### config.mk
export PLATFORM = sky130hd
export DESIGN_NAME = dmem_rmw_unit
export DESIGN_NICKNAME = d
export VERILOG_FILES = /design/src/rtl/dmem_rmw_unit.sv
export SDC_FILE = /design/constraint.sdc
export NUM_CORES = 1
export LEC_CHECK = 0
export CAP_MARGIN = 20
export CORE_MARGIN = 10
export CORE_UTILIZATION = 45
export CTS_CLUSTER_SIZE = 40
export DETAILED_ROUTE_END_ITERATION = 6
export PLACE_DENSITY_LB_ADDON = 0.08
export SYNTH_ARGS = -nofsm -noshare
export SYNTH_HDL_FRONTEND = slang
export SYNTH_SLANG_ARGS = --single-unit
export TNS_END_PERCENT = 50
### constraint.sdc
create_clock -name clk -period 2.71 [get_ports clk]
set_clock_uncertainty 0.15 [all_clocks]
set_input_delay 0.6775 -clock clk [delete_from_list [all_inputs] [get_ports clk]]
set_output_delay 0.6775 -clock clk [all_outputs]
set_load 0.02 [all_outputs]
### src/rtl/dmem_rmw_unit.sv
// dmem_rmw_unit: read-modify-write sequencer between the DRAM controller and
// the synchronous data RAM. Full-word stores go straight through, byte and
// halfword stores become read -> merge -> write while the core is stalled.

package dmem_rmw_pkg;
    typedef enum logic [1:0] {
        sb_conf = 2'd0,
        sh_conf = 2'd1,
        sw_conf = 2'd2
    } store_conf;
endpackage

module dmem_rmw_unit
    import dmem_rmw_pkg::*;
#(
    parameter int unsigned DATA_W     = 32,
    parameter int unsigned ADDR_W     = 9,
    parameter int unsigned MEM_RD_LAT = 1
) (
    input  logic              clk,
    input  logic              rst,
    input  logic [ADDR_W-1:0] dram_address,
    input  logic [1:0]        byte_off,
    input  logic [DATA_W-1:0] dram_datain,
    input  store_conf         store_type,
    input  logic              dram_re,
    input  logic              dram_we,
    input  logic [DATA_W-1:0] mem_rdata,
    output logic [ADDR_W-1:0] mem_addr,
    output logic              mem_re,
    output logic              mem_we,
    output logic [DATA_W-1:0] mem_wdata,
    output logic [DATA_W-1:0] dmem_word,
    output logic              stall,
    output logic              misalign_err
);

    typedef enum logic [1:0] {
        IDLE    = 2'd0,
        RD_WAIT = 2'd1,
        WRITE   = 2'd2
    } state_t;

    localparam logic [2:0] LAT_INIT = 3'(MEM_RD_LAT - 1);

    state_t            state;
    state_t            state_n;
    logic [2:0]        lat_cnt;
    logic              accept;

    // latched sub-word store request
    logic [ADDR_W-1:0] addr_q;
    logic [1:0]        off_q;
    logic [15:0]       data_q;
    store_conf         type_q;

    logic [DATA_W-1:0] merged;
    logic [DATA_W-1:0] merge_q;

    // Byte-lane merge of the latched store data into the word read back from RAM
    always_comb begin
        merged = mem_rdata;
        for (int unsigned i = 0; i < DATA_W / 8; i++) begin
            if (2'(i) == off_q) begin
                merged[8*i +: 8] = data_q[7:0];
            end else if (type_q == sh_conf && 2'(i) == off_q + 2'd1) begin
                merged[8*i +: 8] = data_q[15:8];
            end
        end
    end

    // Next-state and RAM-side outputs; reset forces every output low
    always_comb begin
        state_n      = state;
        accept       = 1'b0;
        mem_addr     = '0;
        mem_re       = 1'b0;
        mem_we       = 1'b0;
        mem_wdata    = '0;
        stall        = 1'b0;
        misalign_err = 1'b0;
        case (state)
            IDLE: begin
                if (dram_we) begin
                    case (store_type)
                        sw_conf: begin
                            mem_we    = 1'b1;
                            mem_addr  = dram_address;
                            mem_wdata = dram_datain;
                        end
                        sb_conf, sh_conf: begin
                            if (store_type == sh_conf && byte_off[0]) begin
                                misalign_err = 1'b1;
                            end else begin
                                accept   = 1'b1;
                                mem_re   = 1'b1;
                                mem_addr = dram_address;
                                stall    = 1'b1;
                                state_n  = RD_WAIT;
                            end
                        end
                        default: ;
                    endcase
                end else if (dram_re) begin
                    mem_re   = 1'b1;
                    mem_addr = dram_address;
                end
            end
            RD_WAIT: begin
                stall    = 1'b1;
                mem_addr = addr_q;
                if (lat_cnt == '0) begin
                    state_n = WRITE;
                end
            end
            WRITE: begin
                mem_we    = 1'b1;
                mem_addr  = addr_q;
                mem_wdata = merge_q;
                state_n   = IDLE;
            end
            default: state_n = IDLE;
        endcase
        if (rst) begin
            accept       = 1'b0;
            mem_addr     = '0;
            mem_re       = 1'b0;
            mem_we       = 1'b0;
            mem_wdata    = '0;
            stall        = 1'b0;
            misalign_err = 1'b0;
        end
    end

    // State register, latency counter, request latch and merged-word capture
    always_ff @(posedge clk) begin
        if (rst) begin
            state   <= IDLE;
            lat_cnt <= '0;
            addr_q  <= '0;
            off_q   <= '0;
            data_q  <= '0;
            type_q  <= sb_conf;
            merge_q <= '0;
        end else begin
            state <= state_n;
            if (accept) begin
                addr_q  <= dram_address;
                off_q   <= byte_off;
                data_q  <= dram_datain[15:0];
                type_q  <= store_type;
                lat_cnt <= LAT_INIT;
            end else if (state == RD_WAIT) begin
                if (lat_cnt != '0) begin
                    lat_cnt <= lat_cnt - 3'd1;
                end else begin
                    merge_q <= merged;
                end
            end
        end
    end

    assign dmem_word = mem_rdata;

endmodule

==> After elaboration in Yosys (flattened, before gate mapping) <==
Cells that the tools add are included.
{ "op_classes": {"n_addsub": 2, "n_eq_ne": 15, "n_mux": 43, "bitwise_logic": 2, "n_reduce_logical": 17} }
{ "op_table": {"columns": ["operator", "n"], "rows": [
  ["$mux 32", 3],
  ["$mux 8", 8],
  ["$pmux 32 s2", 1],
  ["$mux 9", 4],
  ["$pmux 9 s2", 2],
  ["$mux 1", 18],
  ["$eq 2x2->1 const A", 4],
  ["$logic_not 2->1", 4],
  ["$mux 2", 4],
  ["$eq 2x1->1 const B", 3],
  ["$ne 2x2->1 const B", 3],
  ["$reduce_or 2->1", 3],
  ["$logic_and 1x1->1", 5],
  ["$eq 1x2->1 const A", 2],
  ["$eq 2x2->1 const B", 2],
  ["$pmux 1 s2", 2],
  ["$pmux 2 s2", 1],
  ["$reduce_and 4->1", 1],
  ["$logic_not 3->1", 1],
  ["$reduce_and 3->1", 1],
  ["$reduce_bool 3->1", 1],
  ["$sub 3x1->3 const B", 1],
  ["$add 2x1->2 const B", 1],
  ["$ne 2x1->1 const B", 1],
  ["2 further kinds", 3]
]} }
{ "totals": {"regBits": 66, "elab_cells": 86} }

==> Depth between registers and ports, before layout <==
Gate-level depths: netlist of the first run.
{ "logic_depth": {"ltp_word": 9, "depth_mapped": 7, "ltp_nobuf": 6} }

==> Least setup slack after synthesis of the first run <==
OpenSTA, ideal clock, no wires.
{ "synth_timing": {"kind": "input-to-output", "startpoint": "input port rst", "endpoint": "output port mem_wdata[10]", "arrival_ns": 1.695, "required_ns": 1.882, "slack_ns": 0.188, "cell_stages": 5, "path_buffers": 2, "path_cell_list": "inv_1 > clkbuf_1 > o21ai_1 > clkbuf_1 > nor2_1"} }
{ "synth_between": {"elab_chain_len": 1} }
{ "synth_rtl": {"columns": ["element", "line", "rtl"], "rows": [
  ["start, declared", "21", "input logic rst,"],
  ["$mux 32", "124", "if (rst) begin"],
  ["end, declared", "32", "output logic [DATA_W-1:0] mem_wdata,"]
]} }
Every way passes these cells.

==> Worst setup path after layout of the first run <==
{ "layout_timing": {"startpoint": "input port mem_rdata[1]", "endpoint": "output port dmem_word[1]"} }
{ "layout_lines": {"columns": ["element", "line", "rtl"], "rows": [
  ["start, declared", "28", "input logic [DATA_W-1:0] mem_rdata,"],
  ["end, declared", "33", "output logic [DATA_W-1:0] dmem_word,"]
]} }
No word-level cell between the ends.

==> impl_results.md, run 1 <==
* Netlist cell types at 48
* Crit share post-route at 0.995
* P_int at between 1.5 and 2 mW
* Post-route cell area at 6200 µm²
* Iteration count of the initial detailed-routing pass at 6
* Die Y at approximately 120 µm
* Reg2reg setup slack at around 520 ps
* Worst Hold Class: register to register
* Status: finished, final reports clean
* Syn nets at a little over 600
* Vias per cell at between 5 and 6
* PortBufs at approximately 160
* Initial Util at 0.456
* Clock slew at reported path FFs at roughly 70 ps
* WP data arrival at about 1900 ps
* Critical R2R Capture: merge_q[1]
* Crit path required time at 1880 ps
* Mapped Area at 4170 µm²
* Nets at 782
* Post-CTS Hold Buffers at 0
* Minimum clock period at about 2700 ps
* Crit end category: output pin
* Hold Path Depth at 2
* Achievable Freq at between 300 and 400 MHz
* Average wire per standard cell at about 19 µm
* Footprint of the multi-input gates at 2350 µm²
* Num rows at 35
* Sequential cell area at 1330 µm²
* R2R Path Start: type_q[0]
* Clock Sinks at between 60 and 70
* WP depth at 2
* Hold_sp: merge_q[14]
* H-Tree Depth at 3
* CTS buffer count at 9
* Hpwl dp at approximately 11 mm
* P_sw at 906 µW
* IO Count at 158
* Bufs and invs on worst path at 2
* Crit path cell chain: clkdlybuf4s50_1 -> clkdlybuf4s50_1
* Worst slew margin at 0.564
* Worst setup path start: mem_rdata[1]
* Final-layout fill cell count at around 790
* Synth Register Bits at 66
* DRC at 0
* Vias in the first global route at 4583
* Initial antenna violation count at 0
* CP Launch Type: input port
* Worst r2r path cells at 5
* Total Routing Usage GR at 0.215
* Sw Ratio at 0.322
* Clk network pwr share at 0.296
* Seq pwr share at 0.380
* Initial DRC count at slightly below 300
* YS warnings at 0
* Detailed Route WL at 15.5 mm
* Prevailing post-synth register cell: dfxtp_1
* Final ANT Viol Nets at 0
* RSZ-0062 raised after global routing: false
* # setup viols final at 0
* Final core utilization at 0.677
* Register area share after synthesis at 0.317
* CTS tree: built
* Final hold violations at 0
* PD cells at 454 nW/µm²
* Die ar. at approximately 14000 µm²
* Syn Inst Count at around 520
* Hold endpoint: merge_q[14]
* Layout cell share with drive strength beyond 1 at 0.249
* GP Congestion at just over 0.9
* Max Slew Vio Count at 0
* Global-route wire length before repair at about 23 mm
* CP top delay family: buffers and inverters
* Core area at around 9200 µm²
* Worst Max-Slew Pin Slew at between 600 and 700 ps
* Placement Cell Area at 6040 µm²
* Area Growth Syn to Fin at 48.6%
* Critical path class: input port to output pin
* Combinational power share at 0.324
* Number of synthesized flops with an enable pin at 0
* CTS root buf: clkbuf_8
* Vias at roughly 4600
* Post-synth ARST share at 0
* Critical-path top delay cell: clkdlybuf4s50_1
* Gr ovfl total at 0
* Most used cell, CP: clkdlybuf4s50_1
* Syn avg cell area at 7.97 µm²
* Antenna diodes at 0
* CTS Buffer Depth at 2
* Max Cap Violations at 0
* DIE WIDTH at approximately 120 µm
* Clock latency on the worst-skew pair at around 360 ps
* Largest net degree at the start of global routing at between 40 and 50
* Worst vdd ir at approximately 0.00027 V
* Peak fanout along the critical path at 2
* P_leak at between 2 and 3 nW
* Critical Path Max Stage Delay at around 640 ps
[per-layer routing]
layer,vias up,global-route usage,share of wire
met5,-,0,0
met3,33,0.0647,0.090
met1,2181,0.249,0.40
met4,0,0.0792,0.024
li1,2221,-,-
met2,201,0.365,0.49
[sequential cells by signal, summed over array words and instances (netlist names)]
signal and flops:
addr_q 9, data_q 16, lat_cnt 3, merge_q 32, off_q 2, state 2
type_q 2
[area by class of cell]
class,instances,share of cell area
tap,111,0.0224
multi-input combinational,361,0.379
timing repair buffer,240,0.343
inverter,17,0.0103
clock inverter,7,0.0113
clock buffer,9,0.0200
sequential,66,0.214
[logic make-up after synthesis]
family | synth area share
AO/OA/AOI/OAI | 0.316
buffers and inverters | 0.130
flip-flops | 0.317
AND/OR/NAND/NOR | 0.174
XOR/XNOR | 0.00210
multiplexers | 0.0435
adder cells (fa/ha/maj) | 0.0180
[cell usage in the layout, fill, tap and decap left out, types with 3 or more instances in the layout]
cell type        instances
o21bai_1                 5
a22o_1                  28
mux2i_1                  8
inv_1                   15
dfxtp_2                  4
o21ai_0                 26
buf_12                   7
nor2b_1                  8
dlygate4sd2_1            3
mux2_2                   9
nor3_1                   3
nor4bb_1                 5
clkdlybuf4s50_1        106
o22ai_1                 35
buf_4                   87
a221o_1                  3
nand2_1                 51
clkbuf_2                 3
a21oi_1                  4
buf_2                   26
nand2b_1                10
clkinv_2                 3
a22oi_1                 41
dfxtp_1                 62
o22a_1                   3
and2_1                   3
clkbuf_8                 9
o221ai_1                18
ha_1                     4
nor2_1                  64
buf_6                    6
a32oi_1                  3
[power groups by stage]
| stage | clock network, mW | registers [mW] | logic, mW |
|---|---|---|---|
| 2_1_floorplan | 0 | 1.06 | 0.456 |
| 5_1_grt | 0.887 | 1.08 | 0.976 |
| 4_1_cts | 0.835 | 1.07 | 0.860 |
| 3_5_place_dp | 0 | 1.09 | 0.852 |
| 3_3_place_gp | 0 | 1.09 | 0.839 |
| 6_report | 0.833 | 1.07 | 0.912 |
[through the flow]
stage                     setup TNS, ps  instances  worst slack, ps  power [mW]  hold slack, ps
after floorplan                       0        523              188        1.52             293
after global placement           -24950        787             -607        1.93             306
after detailed placement         -26380        787             -640        1.94             313
after CTS                          -272        807            -27.1        2.76             326
after global routing                  0        811             3.66        2.94             346
final                                 0        811             13.7        2.82             325
[cell usage after synthesis, drive strengths merged, types with 2 or more instances]
master | count | area, µm²
dfxtp | 66 | 1320
nor2 | 64 | 240
buf | 55 | 388
nand2 | 52 | 198
a22oi | 41 | 308
o22ai | 35 | 219
a22o | 28 | 245
o21ai | 28 | 140
clkbuf | 24 | 90.1
o221ai | 18 | 158
inv | 17 | 63.8
nand2b | 10 | 62.6
mux2 | 9 | 101
mux2i | 8 | 80.1
nor2b | 8 | 50.1
a21oi | 6 | 33.8
ha | 6 | 75.1
nor4bb | 5 | 50.1
o21bai | 5 | 37.5
and2 | 4 | 25.0
a221o | 3 | 30.0
a32oi | 3 | 26.3
nor3 | 3 | 15.0
o22a | 3 | 26.3
a21boi | 2 | 15.0
and4b | 2 | 20.0
o211a | 2 | 20.0
o21a | 2 | 15.0
or2 | 2 | 12.5
[timing repair]
item	in CTS	in global routing
gates resized for setup	213	17
cloned	3	1
endpoints found under the setup margin	45	43
setup buffers	1	4
pin swaps	6	8
[worst max-delay path by stage]
stage,end,slack [ps]
5_1_grt,mem_wdata[18],4
3_3_place_gp,mem_wdata[2],-610
6_report,dmem_word[1],10
4_1_cts,mem_wdata[15],-30
3_5_place_dp,mem_addr[4],-640
2_1_floorplan,mem_wdata[10],190
No activity file was read; power rests on OpenSTA's default activity.
==> run 2, diff against run 1 <==
--- a/config.mk
+++ b/config.mk
@@ -8,9 +8,9 @@
 export CAP_MARGIN = 20
 export CORE_MARGIN = 10
 export CORE_UTILIZATION = 45
-export CTS_CLUSTER_SIZE = 40
 export DETAILED_ROUTE_END_ITERATION = 6
 export PLACE_DENSITY_LB_ADDON = 0.08
+export SLEW_MARGIN = 20
 export SYNTH_ARGS = -nofsm -noshare
 export SYNTH_HDL_FRONTEND = slang
 export SYNTH_SLANG_ARGS = --single-unit
==> results of run 2 <==
Final layout, timing and power as in run 1 (identical DEF).
==> patch 1: new RTL, config.mk and constraints of run 2 <==
Change the parameter `ADDR_W` from 9 to 10.
--- a/src/rtl/dmem_rmw_unit.sv
+++ b/src/rtl/dmem_rmw_unit.sv
@@ -15,5 +15,5 @@
 #(
     parameter int unsigned DATA_W     = 32,
-    parameter int unsigned ADDR_W     = 9,
+    parameter int unsigned ADDR_W     = 10,
     parameter int unsigned MEM_RD_LAT = 1
 ) (
Ports: changed (resized dram_address and mem_addr); port bits go from 158 to 160. The function was not compared with the original's and may differ.
==> patch 1 against run 2 <==
Wire length is 5.0% higher; via count is 3.0% higher; utilization is 1.1 points higher; setup slack better by 0.021 ns; sequential cell count is 1 higher; register-to-register slack better by 0.04 ns; area after synthesis is 1.1% higher; final cell count is 0.86% higher; total power is 1.0% higher; clock power is 0.7% higher; cell area is 2.1% higher; critical endpoint unchanged; largest cell class unchanged; highest routed layer unchanged.
==> patch 1: results <==
[sta]
fin_ws_ns = 0.0342
worst_pin_slew_ns = 0.668
whs_ns = 0.329

[grt]
track_usage_pct = 23.1
antenna_found_initial = 0
grt_pass1_wl_um = 25100
grt_max_degree = 33

[cts]
path_clk_slew_ns = 0.07
numCtsBuffers = 9
root_buffer = clkbuf_8
clockBufferDepth = 2
clk_latency_ns = 0.34

[worst_setup_path]
arrival_ns = 1.85
reg2reg_setup_slack_ns = 0.56
reg2reg_from = type_q[0]$_SDFFE_PP0P_
critPathMaxStageDelay_ns = 0.64
critPathSlowestCell = clkdlybuf4s50_1
critPathMaxFanout = 2

[yosys]
synthTopCellsByArea = dfxtp_1 (32%), a22oi_1 (7.5%), buf_4 (6.6%)
synth_compound_area_share_pct = 31.9
netlist_instances = 532
synth_xor_area_share_pct = 0.208
synth-adder-area-share_pct = 1.78
synthTopCellsByCount = dfxtp_1 (67), nor2_1 (66), nand2_1 (50), a22oi_1 (42), buf_4 (37)
ys.warnings.count = 0
yosysSeqAreaShare_pct = 31.8
synth_nets = 620
synth_cell_types = 47
synthMuxAreaShare_pct = 4.31

[routing]
via_count = 4774
routed_wl_um = 16200
dr.pass1.iters = 5
via_per_inst = 5.84
drtIter0Drc = 370

[finish]
drive_above_1_share_pct = 26.4
reg.largest.list = merge_q x32, data_q x16, addr_q x10
fillers = 789
final_util_pct = 68.8
nets = 790

[place]
place_inst = 795
gp_congestion = 0.903
pre_cts_slack_ns = -0.615
io_buffer_count = 159
placed_area_mm2 = 0.00608
hpwl_um = 11700

[run_status]
status = finished, final reports clean

[power_and_ir_drop]
vdd_drop_max_mv = 0.292
p_leak_nw = 2.53

[worst_hold_path]
hold_path.startpoint = merge_q[4]$_SDFFE_PP0P_
hold_depth = 2
min_to = merge_q[4]$_SDFFE_PP0P_
[patch 1: cell count changes after synthesis, moves of 2 or more]
cell | before | now
buf_6 | 4 | 0
buf_2 | 13 | 15
clkbuf_1 | 24 | 26
inv_1 | 17 | 19
nor2_1 | 64 | 66
o221ai_1 | 18 | 16
[patch 1: repair_timing]
item / CTS / global route
pin swaps: 3 / 8
cloned: 4 / 0
endpoints found under the setup margin: 46 / 38
buffers inserted: 2 / 1
resized for setup: 238 / 12
[patch 1: cell families (layout without fill, tap and decap cells)]
group	count (synthesis)	after routing
fa+ha+maj	6	6
xor+xnor	1	1
compound gates	184	184
mux	17	17
simple gates	158	158
buf+inv	99	274
flops	67	67
[patch 1: how the worst max path moves through the flow]
stage	end	depth (start not counted)
after floorplan	mem_wdata[18]	6
after global placement	mem_addr[2]	8
after detailed placement	mem_wdata[8]	6
after CTS	mem_wdata[3]	7
after global routing	mem_wdata[18]	8
final	dmem_word[1]	2
[patch 1: final cells by class]
| cell class | count | area share, % |
|---|---|---|
| Tap cell | 111 | 2.19 |
| Sequential cell | 67 | 21.3 |
| Clock buffer | 11 | 2.23 |
| Clock inverter | 5 | 0.830 |
| Inverter | 19 | 1.13 |
| Timing Repair Buffer | 239 | 33.7 |
| Multi-Input combinational cell | 366 | 38.7 |
[patch 1: report_power, final]
part | internal (W) | switching [W]
Sequential | 0.00103 | 0.0000560
Combinational | 0.000457 | 0.000460
Clock | 0.000446 | 0.000393
Total | 0.00194 | 0.000909
[patch 1: layer usage]
layer	vias to the layer above	track usage [%]	share of wire, %
li1	2255	-	-
met1	2264	28.1	40
met2	238	38.7	48
met3	17	6.01	10
met4	0	7.66	1.4
met5	-	0	0
==> patch 2: new RTL, settings of run 2 <==
Made on the original files. Re-encode `state_t` (3 states) as one-hot, 3 bits wide.
--- a/src/rtl/dmem_rmw_unit.sv
+++ b/src/rtl/dmem_rmw_unit.sv
@@ -36,8 +36,8 @@
 );
 
-    typedef enum logic [1:0] {
-        IDLE    = 2'd0,
-        RD_WAIT = 2'd1,
-        WRITE   = 2'd2
+    typedef enum logic [2:0] {
+        IDLE    = 3'b001,
+        RD_WAIT = 3'b010,
+        WRITE   = 3'b100
     } state_t;
 
Formal check against the unedited RTL: no difference found for any inputs over 10 cycles, from zero or initial values and one cycle with rst high; not proved beyond that.
==> patch 2 against run 2 <==
The run now ends with negative setup slack left; non-clock buffer count down 2; wire length up 1.1%; sequential cell count up 1; critical path depth grew 5; largest cell class unchanged; cell area increased by 1.5%; sequential share of layout area hardly changed; via count grew 1.6%; first-iteration DRC count rose by 8.6%; setup slack lost 0.050 ns; highest routed layer unchanged; global-route usage grew 0.14 points; area after synthesis decreased by 0.99%; count of clock-buffer cells in the layout is 3 higher; total power down 14%; critical endpoint is now mem_addr[5]; synthesized cell count increased by 7.5%.
==> patch 2: results <==
[run_status]
status = finished with violations
violations = negative setup slack

[worst_setup_path]
cp-startpoint = byte_off[0]
critPathMaxStageDelay_ns = 0.27
reg2reg_from = state[1]$_SDFFE_PP0P_
critPathSlowestCell = dlygate4sd2_1
critPathMaxFanout = 5

[sta]
setup_viol = 18
slew-limit-headroom_pct = 47.6
fin_ws_ns = -0.0367

[yosys]
synth_nets = 645
yosysSeqAreaShare_pct = 32.5
synth_cell_types = 38
synth.avg_cell_area_um2 = 7.35

[routing]
dr.pass1.iters = 5
drt-wirelength-per-cell_um = 18.5
drtIter0Drc = 317

[finish]
fillers = 725
nets = 815

[grt]
track_usage_pct = 21.6
grt_pass1_wl_um = 23700

[place]
pre_cts_slack_ns = -0.751
gp_congestion = 0.856

[worst_hold_path]
min_to = merge_q[4]$_SDFFE_PP0P_
hold_path.startpoint = merge_q[4]$_SDFFE_PP0P_

[power_and_ir_drop]
vdd_drop_max_mv = 0.245
-- patch 2: worst max-delay path, delay by kind of cell --
| family | cells | cell delay (ns) |
|---|---|---|
| AND/OR/NAND/NOR | 2 | 0.34 |
| buffers and inverters | 3 | 0.57 |
| AO/OA/AOI/OAI | 2 | 0.32 |
-- patch 2: cells by family (layout without fill, tap and decap cells) --
group	count (synthesis)	in the layout	share of synthesized area, %
xor gates and xnor gates	3	3	0.636
adders and majority gates	2	2	0.606
and+or+nand+nor	233	233	25.5
DFF	67	67	32.5
AOI/OAI and AO/OA	172	172	28.9
buffers and inverters	84	259	11.7
muxes	1	1	0.242
-- patch 2: what timing repair did --
item                                   in CTS  in global routing
gates cloned                                2                  3
endpoints found under the hold margin       0                  0
gates resized for setup                   220                 46
setup buffers                               3                  0
pin swaps                                   4                 14
setup endpoints to repair                  45                 45
-- patch 2: metrics by stage --
| step | hold WS (ns) | utilization (%) | cell area (µm²) |
|---|---|---|---|
| 6_report | 0.301 | 71.4 | 6290 |
| 5_1_grt | 0.320 | 71.4 | 6290 |
| 4_1_cts | 0.304 | 68.9 | 6060 |
| 3_5_place_dp | 0.294 | 67.7 | 5970 |
| 3_3_place_gp | 0.289 | 67.7 | 5960 |
| 2_1_floorplan | 0.276 | - | 4130 |
-- patch 2: how the worst max path moves through the flow --
stage / endpoint
6_report: mem_addr[5]
5_1_grt: mem_addr[1]
4_1_cts: mem_addr[0]
3_5_place_dp: stall
3_3_place_gp: stall
2_1_floorplan: mem_wdata[22]
-- patch 2: final cells by class --
cell class              instances  area share, %
flip-flops and latches         67           21.4
repair buffers                238           34.9
inverters                       5          0.298
well taps                     108           2.15
clock inverters                 4          0.418
multi-input cells             411           38.5
clock buffers                  12           2.31
-- patch 2: where the power goes --
part / internal, W / switching (W)
registers: 0.00101 / 0.0000248
logic: 0.000330 / 0.000307
clock network: 0.000357 / 0.000395
-- patch 2: metal layers --
layer	wire (µm)	track usage [%]
met1	6330	25.7
met2	7860	37.6
met3	1220	5.63
met4	237	6.01
met5	0	0
